<file path="src/rtl/id_ex_stage.sv">
// id_ex_stage: ID/EX pipeline register with EX operand forwarding and load-use detection.
// Optional feature macro: ID_EX_FWD_EN (forwarding muxes and load_use_stall).
module id_ex_stage #(
  parameter int DATA_W = 32,
  parameter int REG_AW = 5
) (
  input  logic              clk,
  input  logic              rst,
  input  logic              stall,
  input  logic              flush,
  input  logic              id_valid,
  input  logic [DATA_W-1:0] id_pc,
  input  logic [DATA_W-1:0] id_rs_data,
  input  logic [DATA_W-1:0] id_rt_data,
  input  logic [DATA_W-1:0] id_imm,
  input  logic [REG_AW-1:0] id_rs,
  input  logic [REG_AW-1:0] id_rt,
  input  logic [REG_AW-1:0] id_rd,
  input  logic [2:0]        id_aluc,
  input  logic              id_alusrc,
  input  logic              id_regwrite,
  input  logic              id_memread,
  input  logic              id_memwrite,
  input  logic              id_memtoreg,
  input  logic              id_branch,
  input  logic              mem_regwrite,
  input  logic [REG_AW-1:0] mem_rd,
  input  logic [DATA_W-1:0] mem_alu_out,
  input  logic              wb_regwrite,
  input  logic [REG_AW-1:0] wb_rd,
  input  logic [DATA_W-1:0] wb_data,
  output logic [DATA_W-1:0] alu_a,
  output logic [DATA_W-1:0] alu_b,
  output logic [2:0]        alu_aluc,
  output logic [DATA_W-1:0] ex_store_data,
  output logic              ex_valid,
  output logic [DATA_W-1:0] ex_pc,
  output logic [REG_AW-1:0] ex_rd,
  output logic              ex_regwrite,
  output logic              ex_memread,
  output logic              ex_memwrite,
  output logic              ex_memtoreg,
  output logic              ex_branch,
  output logic              load_use_stall
);
  logic [DATA_W-1:0] ex_rs_data, ex_rt_data, ex_imm, fwd_a, fwd_b;
  logic [REG_AW-1:0] ex_rs, ex_rt;
  logic              ex_alusrc, bubble;
`ifdef ID_EX_FWD_EN
  assign fwd_a = (mem_regwrite && mem_rd == ex_rs && ex_rs != '0) ? mem_alu_out :
                 (wb_regwrite && wb_rd == ex_rs && ex_rs != '0) ? wb_data : ex_rs_data;
  assign fwd_b = (mem_regwrite && mem_rd == ex_rt && ex_rt != '0) ? mem_alu_out :
                 (wb_regwrite && wb_rd == ex_rt && ex_rt != '0) ? wb_data : ex_rt_data;
  assign load_use_stall = ex_valid && ex_memread && ex_rd != '0 && id_valid &&
                          (ex_rd == id_rs || ex_rd == id_rt);
`else
  logic unused;
  assign unused = ^{mem_regwrite, mem_rd, mem_alu_out, wb_regwrite, wb_rd, wb_data, ex_rs, ex_rt};
  assign fwd_a = ex_rs_data;
  assign fwd_b = ex_rt_data;
  assign load_use_stall = 1'b0;
`endif
  assign alu_a = fwd_a;
  assign alu_b = ex_alusrc ? ex_imm : fwd_b;
  assign ex_store_data = fwd_b;
  // reset, flush and an unstalled load-use hazard all load a fully zeroed bubble
  assign bubble = rst || flush || (!stall && load_use_stall);
  always_ff @(posedge clk) begin
    if (bubble) begin
      ex_valid    <= 1'b0;
      ex_pc       <= '0;
      ex_rs_data  <= '0;
      ex_rt_data  <= '0;
      ex_imm      <= '0;
      ex_rs       <= '0;
      ex_rt       <= '0;
      ex_rd       <= '0;
      alu_aluc    <= 3'b000;
      ex_alusrc   <= 1'b0;
      ex_regwrite <= 1'b0;
      ex_memread  <= 1'b0;
      ex_memwrite <= 1'b0;
      ex_memtoreg <= 1'b0;
      ex_branch   <= 1'b0;
    end else if (!stall) begin
      ex_valid    <= id_valid;
      ex_pc       <= id_pc;
      ex_rs_data  <= id_rs_data;
      ex_rt_data  <= id_rt_data;
      ex_imm      <= id_imm;
      ex_rs       <= id_rs;
      ex_rt       <= id_rt;
      ex_rd       <= id_rd;
      alu_aluc    <= id_aluc;
      ex_alusrc   <= id_alusrc;
      ex_regwrite <= id_valid && id_regwrite;
      ex_memread  <= id_valid && id_memread;
      ex_memwrite <= id_valid && id_memwrite;
      ex_memtoreg <= id_valid && id_memtoreg;
      ex_branch   <= id_valid && id_branch;
    end
  end
endmodule

</file>
<file path="config.mk">
export PLATFORM = sky130hd
export DESIGN_NAME = id_ex_stage
export DESIGN_NICKNAME = d
export VERILOG_FILES = /design/src/rtl/id_ex_stage.sv
export SDC_FILE = /design/constraint.sdc
export NUM_CORES = 1
export LEC_CHECK = 0
export CELL_PAD_IN_SITES_DETAIL_PLACEMENT = 1
export CELL_PAD_IN_SITES_GLOBAL_PLACEMENT = 2
export CORE_UTILIZATION = 21
export DETAILED_ROUTE_END_ITERATION = 7
export GPL_ROUTABILITY_DRIVEN = 0
export PLACE_DENSITY_LB_ADDON = 0.05
export SLEW_MARGIN = 20
export SYNTH_ARGS = -nofsm -noshare
export SYNTH_HDL_FRONTEND = slang
export SYNTH_SLANG_ARGS = --single-unit
</file>
<file path="constraint.sdc">
create_clock -name clk -period 2.72 [get_ports clk]
set_clock_uncertainty 0.2 [all_clocks]
set_input_delay 0.816 -clock clk [delete_from_list [all_inputs] [get_ports clk]]
set_output_delay 0.816 -clock clk [all_outputs]
set_load 0.05 [all_outputs]
</file>
==> results of run 1 <==
[through the flow]
| stage | total power (µW) | instances | hold slack, ns |
|---|---|---|---|
| floorplan | 2750 | 506 | 0.258 |
| global placement | 3140 | 1096 | 0.250 |
| detailed placement | 3160 | 1096 | 0.251 |
| CTS | 5690 | 1127 | 0.261 |
| global route | 5840 | 1127 | 0.284 |
| finish | 5570 | 1128 | 0.260 |
[sequential cells by signal (all words and copies together), names as in the netlist]
name and cells:
ex_valid 1, ex_store_data 32, alu_a 32, ex_regwrite 1, ex_pc 32, alu_aluc 3, ex_imm 32, ex_memread 1
ex_memtoreg 1, ex_alusrc 1, ex_rd 5, ex_branch 1, ex_memwrite 1
[metal layers]
| layer | share of wire, % | GRT usage (%) | wire length (µm) |
|---|---|---|---|
| met1 | 42 | 14.9 | 7440 |
| met2 | 48 | 22.3 | 8620 |
| met3 | 8.8 | 5.43 | 1560 |
| met4 | 1.0 | 3.87 | 183 |
| met5 | 0 | 0 | 0 |
[cell type report]
| class | instances | area share [%] |
|---|---|---|
| tap | 330 | 4.47 |
| timing repair buffer | 298 | 32.3 |
| antenna | 1 | 0.0271 |
| sequential | 143 | 31.0 |
| clock inverter | 12 | 1.98 |
| multi-input combinational | 325 | 25.5 |
| clock buffer | 19 | 4.69 |
[repair_timing]
action                                  4_1_cts  5_1_grt
resized for setup                             0        1
hold endpoints to repair                      0        0
hold buffers                                  0        0
endpoints found under the setup margin        0        1
[report_power, final]
part,internal [µW],switching [µW]
clock,1540,928
combinational,429,468
sequential,2160,38.2
total,4130,1430
[path summary, 6_finish.rpt]
kind / endpoint / slack, ns / cells after the start
min reg2reg: ex_regwrite / 0.26 / 2
min: ex_regwrite / 0.26 / 2
max: ex_store_data[14] / 0.08 / 1
max reg2reg: ex_store_data[14] / 1.87 / 2
[logic make-up after synthesis]
family / after synthesis
multiplexers: 170
AO/OA/AOI/OAI: 5
buffers and inverters: 38
flip-flops: 143
AND/OR/NAND/NOR: 149
other: 1
[layout by cell type (no fill, tap or decap)]
cell,instances
conb_1,1
bufinv_16,4
dlymetal6s2s_1,1
clkinvlp_4,3
inv_6,4
buf_12,8
dfxtp_1,142
dfxtp_2,1
clkbuf_16,17
nor2_1,138
clkbuf_1,2
a21oi_1,5
nand3b_1,5
clkinv_2,1
clkdlybuf4s50_1,254
mux2_2,32
nand2_1,5
or2_4,1
buf_4,34
diode_2,1
mux2i_1,138
clkbuf_8,1
==> results.toml, run 1 <==
[status]
outcome = "finished, final reports clean"

[floorplanning]
rows = 58
start_util_pct = 21.6
die_w_um = 164
dieArea_um2 = 26800
core_um2 = 25400
fp.dieH_um = 164
ios = 376

[sta]
finalHoldViolCount = 0
final_period_minus_worst_setup_slack_ns = 2.64
setup_tns_ns = 0
slew_viol_final = 0
slew_headroom_pct = 62.3
rsz0062_at_grt = "no"
tightest_slew_ns = 0.564
finalSetupViolations = 0
period_share_pct = 97.0
fmax_ghz = 0.379
worst_slack_ns = 0.0811

[grt]
grt_pass1_wl_um = 26600
track_usage_pct = 13.1
grt_pass1_vias = 4760
grt_max_degree = 44
antenna_found_initial = 2
overflow = 0

[setup_path]
max_stage_delay_ns = 0.83
critical_path.top_delay_family = "buffers and inverters"
r2r-start = "ex_store_data[14]"
cp.required_ns = 1.70
arrival_ns = 1.62
start_kind = "flop"
crit_chain = "clkdlybuf4s50_1"
startpoint = "ex_store_data[14]"
crit_fanout = 3
crit_path_end_kind = "output port"
critPathBufInv = 1
path_class = "reg2out"
cp_slowest_cell = "clkdlybuf4s50_1"

[drt]
initialDrtViolationCount = 85
routedWlPerCell_um = 15.8
vias = 4573
drc = 0
drt_wl_total_um = 17800
viasPerCell = 4.05
first_pass_iters = 4
ant_nets = 0

[logic_synthesis]
yosysSeqAreaShare_pct = 52.1
synth_compound_area_share_pct = 0.456
synth_top_area_share_pct = 52.1
synthFlopType = "dfxtp_1"
synth_fa_ha_area_share_pct = 0
async_reset_ff_share_pct = 0
synth_seq_cells = 143
synthMuxAreaShare_pct = 31.7
syn_nets = 739
syn_area_per_cell_um2 = 10.9
synth-edff-count = 0
synthTopCellsByArea = "dfxtp_1 (52%), mux2i_1 (25%), nor2_1 (9.4%)"
synth_area_um2 = 5490
synth-simple-area-share_pct = 10.6
synth-xor-area-share_pct = 0
synth_cell_type_count = 13
synth_commonest_cells = "dfxtp_1 (143), mux2i_1 (138), nor2_1 (138), mux2_2 (32), buf_4 (13)"
synth_warnings = 0
synthCells = 506
yosysTopAreaCell = "dfxtp_1"
yosysMostFrequentCell = "dfxtp_1"
synth_top_family_by_area = "multiplexers"

[clock_network]
cts.htree.levels = 4
cts_setup_buffers = 0
clkLatencyLatePin_ns = 0.41
cts_root_buffer = "clkbuf_16"
cts_sinks = 143
cts_tree = "built"
cts_buffers = 17
clk_pin_slew_worst_paths_ns = 0.06
clock_path_buffers = 2

[finish]
fin_nets = 1018
drive_above_1_share_pct = 13.3
seq_area_um2 = 2860
multi_input_comb_area_um2 = 2350
syn_to_final_growth_pct = 68.2
design_area_um2 = 9230
fin_util_pct = 36.3
n_fill_cell = 2821

[placement]
hpwl_um = 13100
dpl-instance-area_um2 = 8610
preCtsSetupSlack_ns = 0.374
portBuffers = 288

[power]
ir_drop_v = 0.000322
power_density_nw_per_um2 = 603
p_leak_uw = 0.00386

[hold_path]
min-delay-start = "ex_regwrite"
hold_path.class = "reg2reg"

[run]
maxCapViolations = 0
No activity file was read; power rests on OpenSTA's default activity.
==> run 2: changes to the inputs <==
--- a/config.mk
+++ b/config.mk
@@ -10,8 +10,7 @@
 export CORE_UTILIZATION = 21
 export DETAILED_ROUTE_END_ITERATION = 7
 export GPL_ROUTABILITY_DRIVEN = 0
-export PLACE_DENSITY_LB_ADDON = 0.05
-export SLEW_MARGIN = 20
+export PLACE_DENSITY_LB_ADDON = 0.1
 export SYNTH_ARGS = -nofsm -noshare
 export SYNTH_HDL_FRONTEND = slang
 export SYNTH_SLANG_ARGS = --single-unit
==> run 2 against run 1 <==
Effect of this change:
- first-iteration DRC count increased by 22%
- global-route usage increased by 0.23 points
- total power decreased by 2.9%
- clock-buffer cell count increased by 1
- combinational power increased by 0.7%
- worst setup slack improved by 0.0051 ns
- sequential power about the same
- wire length increased by 1.5%
- hold slack improved by 0.00073 ns
- die area unchanged
- utilization decreased by 0.11 points
- clock power decreased by 7%
- critical endpoint is now ex_store_data[20]
==> results.toml, run 2 (synthesis results as in run 1) <==
[hold_path]
whs_endpoint = "ex_memtoreg"
whs_path_depth = 2
hold_path.class = "reg2reg"
min-delay-start = "ex_memtoreg"

[floorplanning]
dieArea_um2 = 26800
core_um2 = 25400
die_w_um = 164
start_util_pct = 21.6
rows = 58
fp.dieH_um = 164
ios = 376

[grt]
antenna_found_initial = 1
grt_max_degree = 42
overflow = 0
track_usage_pct = 13.3
grt_pass1_wl_um = 27200
grt_pass1_vias = 4838

[clock_network]
cts.htree.levels = 4
hold_buffers = 0
clkLatencyLatePin_ns = 0.41
cts_setup_buffers = 0
cts_buffers = 17
clock_path_buffers = 2
cts_sinks = 143
clk_pin_slew_worst_paths_ns = 0.07
cts_tree = "built"
post_cts_resized = 0
cts_root_buffer = "clkbuf_16"

[finish]
drive_above_1_share_pct = 13.7
syn_to_final_growth_pct = 67.7
final_cell_mix = "clkdlybuf4s50_1 (253), dfxtp_1 (142), mux2i_1 (138), nor2_1 (138), buf_4 (38)"
antenna_cells = 0
design_area_um2 = 9210
fin_nets = 1021
layout_commonest_cell = "clkdlybuf4s50_1"

[status]
outcome = "finished, final reports clean"

[drt]
viasPerCell = 4.09
initialDrtViolationCount = 104
routedWlPerCell_um = 16.0
vias = 4624
first_pass_iters = 3
drt_wl_total_um = 18100
drc = 0
ant_nets = 0

[sta]
finalSetupViolations = 0
slew_viol_final = 0
tightest_slew_ns = 0.569
final_period_minus_worst_setup_slack_ns = 2.63
finalHoldViolCount = 0
fmax_ghz = 0.380
rsz0062_at_grt = "no"
period_share_pct = 96.8
setup_tns_ns = 0
slew_headroom_pct = 62.0

[placement]
dpl-instance-area_um2 = 8630
hpwl_um = 13300
portBuffers = 288

[setup_path]
crit_fanout = 3
critical_path.top_delay_family = "buffers and inverters"
arrival_ns = 1.62
crit_chain = "clkdlybuf4s50_1"
startpoint = "ex_store_data[20]"
critPathBufInv = 1
r2r-start = "ex_rd[1]"
crit_path_end_kind = "output port"
start_kind = "flop"
max_stage_delay_ns = 0.83
path_class = "reg2out"
cp.required_ns = 1.70
rrSetupSlack_ns = 1.87
ff2ff_path_depth = 2
cp_slowest_cell = "clkdlybuf4s50_1"
r2r-end = "ex_rd[1]"

[power]
ir_drop_v = 0.000281
power_density_nw_per_um2 = 588
p_leak_uw = 0.00385
power.total_uw = 5410

[run]
maxCapViolations = 0
[run 2: final cells by class]
cell class,instances,area (µm²)
fillers,2822,16200
repair buffers,301,3000
flip-flops and latches,143,2860
multi-input cells,325,2350
clock buffers,20,437
well taps,330,413
clock inverters,12,134
[run 2: report_power, final]
part	total (µW)	internal (µW)	switching, µW
sequential	2200	2160	38.4
combinational	903	432	471
clock	2300	1360	947
[run 2: stage by stage]
step / cells / setup WS [ns] / util, % / hold WS, ns
2_1_floorplan: 506 / 0.603 / - / 0.258
3_3_place_gp: 1099 / 0.437 / 34.0 / 0.251
3_5_place_dp: 1099 / 0.411 / 34.0 / 0.255
4_1_cts: 1131 / 0.0447 / 36.2 / 0.265
5_1_grt: 1131 / 0.00701 / 36.2 / 0.280
6_report: 1131 / 0.0862 / 36.2 / 0.260
[run 2: worst max path at each step]
stage	end	slack (ns)	cells past startpoint
6_report	ex_store_data[20]	0.09	1
5_1_grt	alu_b[27]	0.007	3
4_1_cts	ex_store_data[28]	0.04	1
3_5_place_dp	ex_imm[5]	0.41	4
3_3_place_gp	ex_store_data[9]	0.44	4
2_1_floorplan	alu_b[10]	0.60	3
[run 2: metal layers]
| layer | wire length, µm | track usage, % |
|---|---|---|
| met1 | 7680 | 15.5 |
| met2 | 8580 | 22.4 |
| met4 | 174 | 3.66 |
| met3 | 1640 | 5.40 |
| met5 | 13 | 0 |
==> run 3: changes to the inputs <==
--- a/config.mk
+++ b/config.mk
@@ -7,9 +7,8 @@
 export LEC_CHECK = 0
 export CELL_PAD_IN_SITES_DETAIL_PLACEMENT = 1
 export CELL_PAD_IN_SITES_GLOBAL_PLACEMENT = 2
-export CORE_UTILIZATION = 21
+export CORE_UTILIZATION = 19
 export DETAILED_ROUTE_END_ITERATION = 7
-export GPL_ROUTABILITY_DRIVEN = 0
 export PLACE_DENSITY_LB_ADDON = 0.1
 export SYNTH_ARGS = -nofsm -noshare
 export SYNTH_HDL_FRONTEND = slang
==> constraint.sdc (replaced) <==
create_clock -name clk -period 2.5 [get_ports clk]
set_clock_uncertainty 0.2 [all_clocks]
set_input_delay 0.75 -clock clk [delete_from_list [all_inputs] [get_ports clk]]
set_output_delay 0.75 -clock clk [all_outputs]
set_load 0.05 [all_outputs]
==> run 3 against run 2 <==
Effect of this change:
- global-route usage is 0.79 points lower
- hold slack better by 0.0037 ns
- clock power is 18% higher
- cell count is 4.2% higher
==> results.toml, run 3 (synthesis results as in run 1) <==
[status]
outcome = "finished, final reports clean"

[setup_path]
path_class = "reg2out"
cp.required_ns = 1.55
cp_slowest_cell = "dfxtp_4"
r2r-end = "ex_alusrc"
arrival_ns = 1.51
max_stage_delay_ns = 0.40
r2r-start = "ex_alusrc"
crit_chain = "clkbuf_16 -> mux2_2 -> buf_6"
rrSetupSlack_ns = 1.48
crit_path_end_kind = "output port"
start_kind = "flop"
crit_fanout = 11
ff2ff_path_depth = 3

[drt]
first_pass_iters = 4
drt_wl_total_um = 18900
drc = 0
vias = 4649
routedWlPerCell_um = 16.0
viasPerCell = 3.94
initialDrtViolationCount = 75
ant_nets = 0

[placement]
gp_congestion = 0.709
hpwl_um = 13800
portBuffers = 288
dpl-instance-area_um2 = 8610

[finish]
drive_above_1_share_pct = 16.9
syn_to_final_growth_pct = 69.2
layout_commonest_cell = "clkdlybuf4s50_1"
fin_nets = 1020
final_cell_mix = "clkdlybuf4s50_1 (145), dfxtp_1 (142), mux2i_1 (138), nor2_1 (138), dlygate4sd2_1 (83)"
fin_util_pct = 33.1
design_area_um2 = 9290

[hold_path]
whs_path_depth = 2
whs_endpoint = "ex_memtoreg"
min-delay-start = "ex_memtoreg"
hold_path.class = "reg2reg"

[clock_network]
clock_path_buffers = 2
cts_sinks = 143
clk_pin_slew_worst_paths_ns = 0.06
cts.htree.levels = 4
cts_buffers = 17
hold_buffers = 0
cts_tree = "built"
clkLatencyLatePin_ns = 0.41
cts_root_buffer = "clkbuf_16"

[power]
power_density_nw_per_um2 = 655
ir_drop_v = 0.000346
p_leak_uw = 0.00430

[sta]
rsz0062_at_grt = "yes"
finalSetupViolations = 0
finalHoldViolCount = 0
slew_viol_final = 0
slew_headroom_pct = 63.2
fmax_ghz = 0.406
final_period_minus_worst_setup_slack_ns = 2.46
tightest_slew_ns = 0.554
period_share_pct = 98.5

[floorplanning]
start_util_pct = 19.5
die_w_um = 172
core_um2 = 28100
ios = 376
rows = 61
fp.dieH_um = 172
dieArea_um2 = 29600

[grt]
overflow = 0
gr-usage-met1_pct = 14.5
grt_max_degree = 56
busiest_layer = "met2"
use_met3_pct = 5.97
grt_pass1_vias = 4962
antenna_found_initial = 3
grt_pass1_wl_um = 27900
track_usage_pct = 12.5
grt_util_met2_pct = 20.0

[run]
maxCapViolations = 0
[run 3: worst max-delay path by stage]
| stage | start | to | slack (ns) | cells past startpoint |
|---|---|---|---|---|
| after floorplan | ex_alusrc | alu_b[10] | 0.45 | 3 |
| final | ex_alusrc | alu_b[9] | 0.04 | 3 |
| after global placement | flush | alu_a[6] | 0.29 | 4 |
| after detailed placement | rst | ex_store_data[17] | 0.24 | 4 |
| after CTS | ex_alusrc | alu_b[0] | -0.01 | 3 |
| after global routing | ex_alusrc | alu_b[17] | -0.03 | 3 |
[run 3: layout make-up]
type	instances	area, µm²
Clock buffer	20	437
Antenna cell	1	2.50
Sequential cell	143	2870
Timing Repair Buffer	300	2960
Tap cell	378	473
Multi-Input combinational cell	325	2360
Fill cell	3201	18800
Clock inverter	12	184
[run 3: timing repair]
item	CTS	global route
gates cloned	0	1
setup endpoints to repair	112	32
buffers inserted	0	0
gates resized for setup	106	12
[run 3: power by group]
group	total, µW	switching, µW	internal, µW
sequential	2390	41.7	2350
clock	2720	1040	1680
combinational	965	517	448
[run 3: stage by stage]
| stage | power (µW) | TNS [ns] | std cells | worst slack (ns) | hold slack [ns] |
|---|---|---|---|---|---|
| after CTS | 6230 | -0.0442 | 1177 | -0.0121 | 0.265 |
| after global routing | 6370 | -0.565 | 1178 | -0.0289 | 0.291 |
| final | 6080 | 0 | 1179 | 0.0380 | 0.264 |
| after floorplan | 3000 | 0 | 506 | 0.449 | 0.258 |
| after detailed placement | 3440 | 0 | 1145 | 0.245 | 0.258 |
| after global placement | 3420 | 0 | 1145 | 0.291 | 0.253 |
[run 3: critical path: cells and delay by family, from the launching register on]
kind                   cells  cell delay, ns
buffers and inverters      2            0.35
muxes                      1            0.35
DFF                        1            0.40
[run 3: layer usage]
metal  vias up  share of wire (%)  routed length, µm
met3        24                 11               2130
li1       2252                  -                  -
met1      2171                 43               8080
met5         -               0.14                 27
met2       198                 44               8400
met4         4                1.5                287
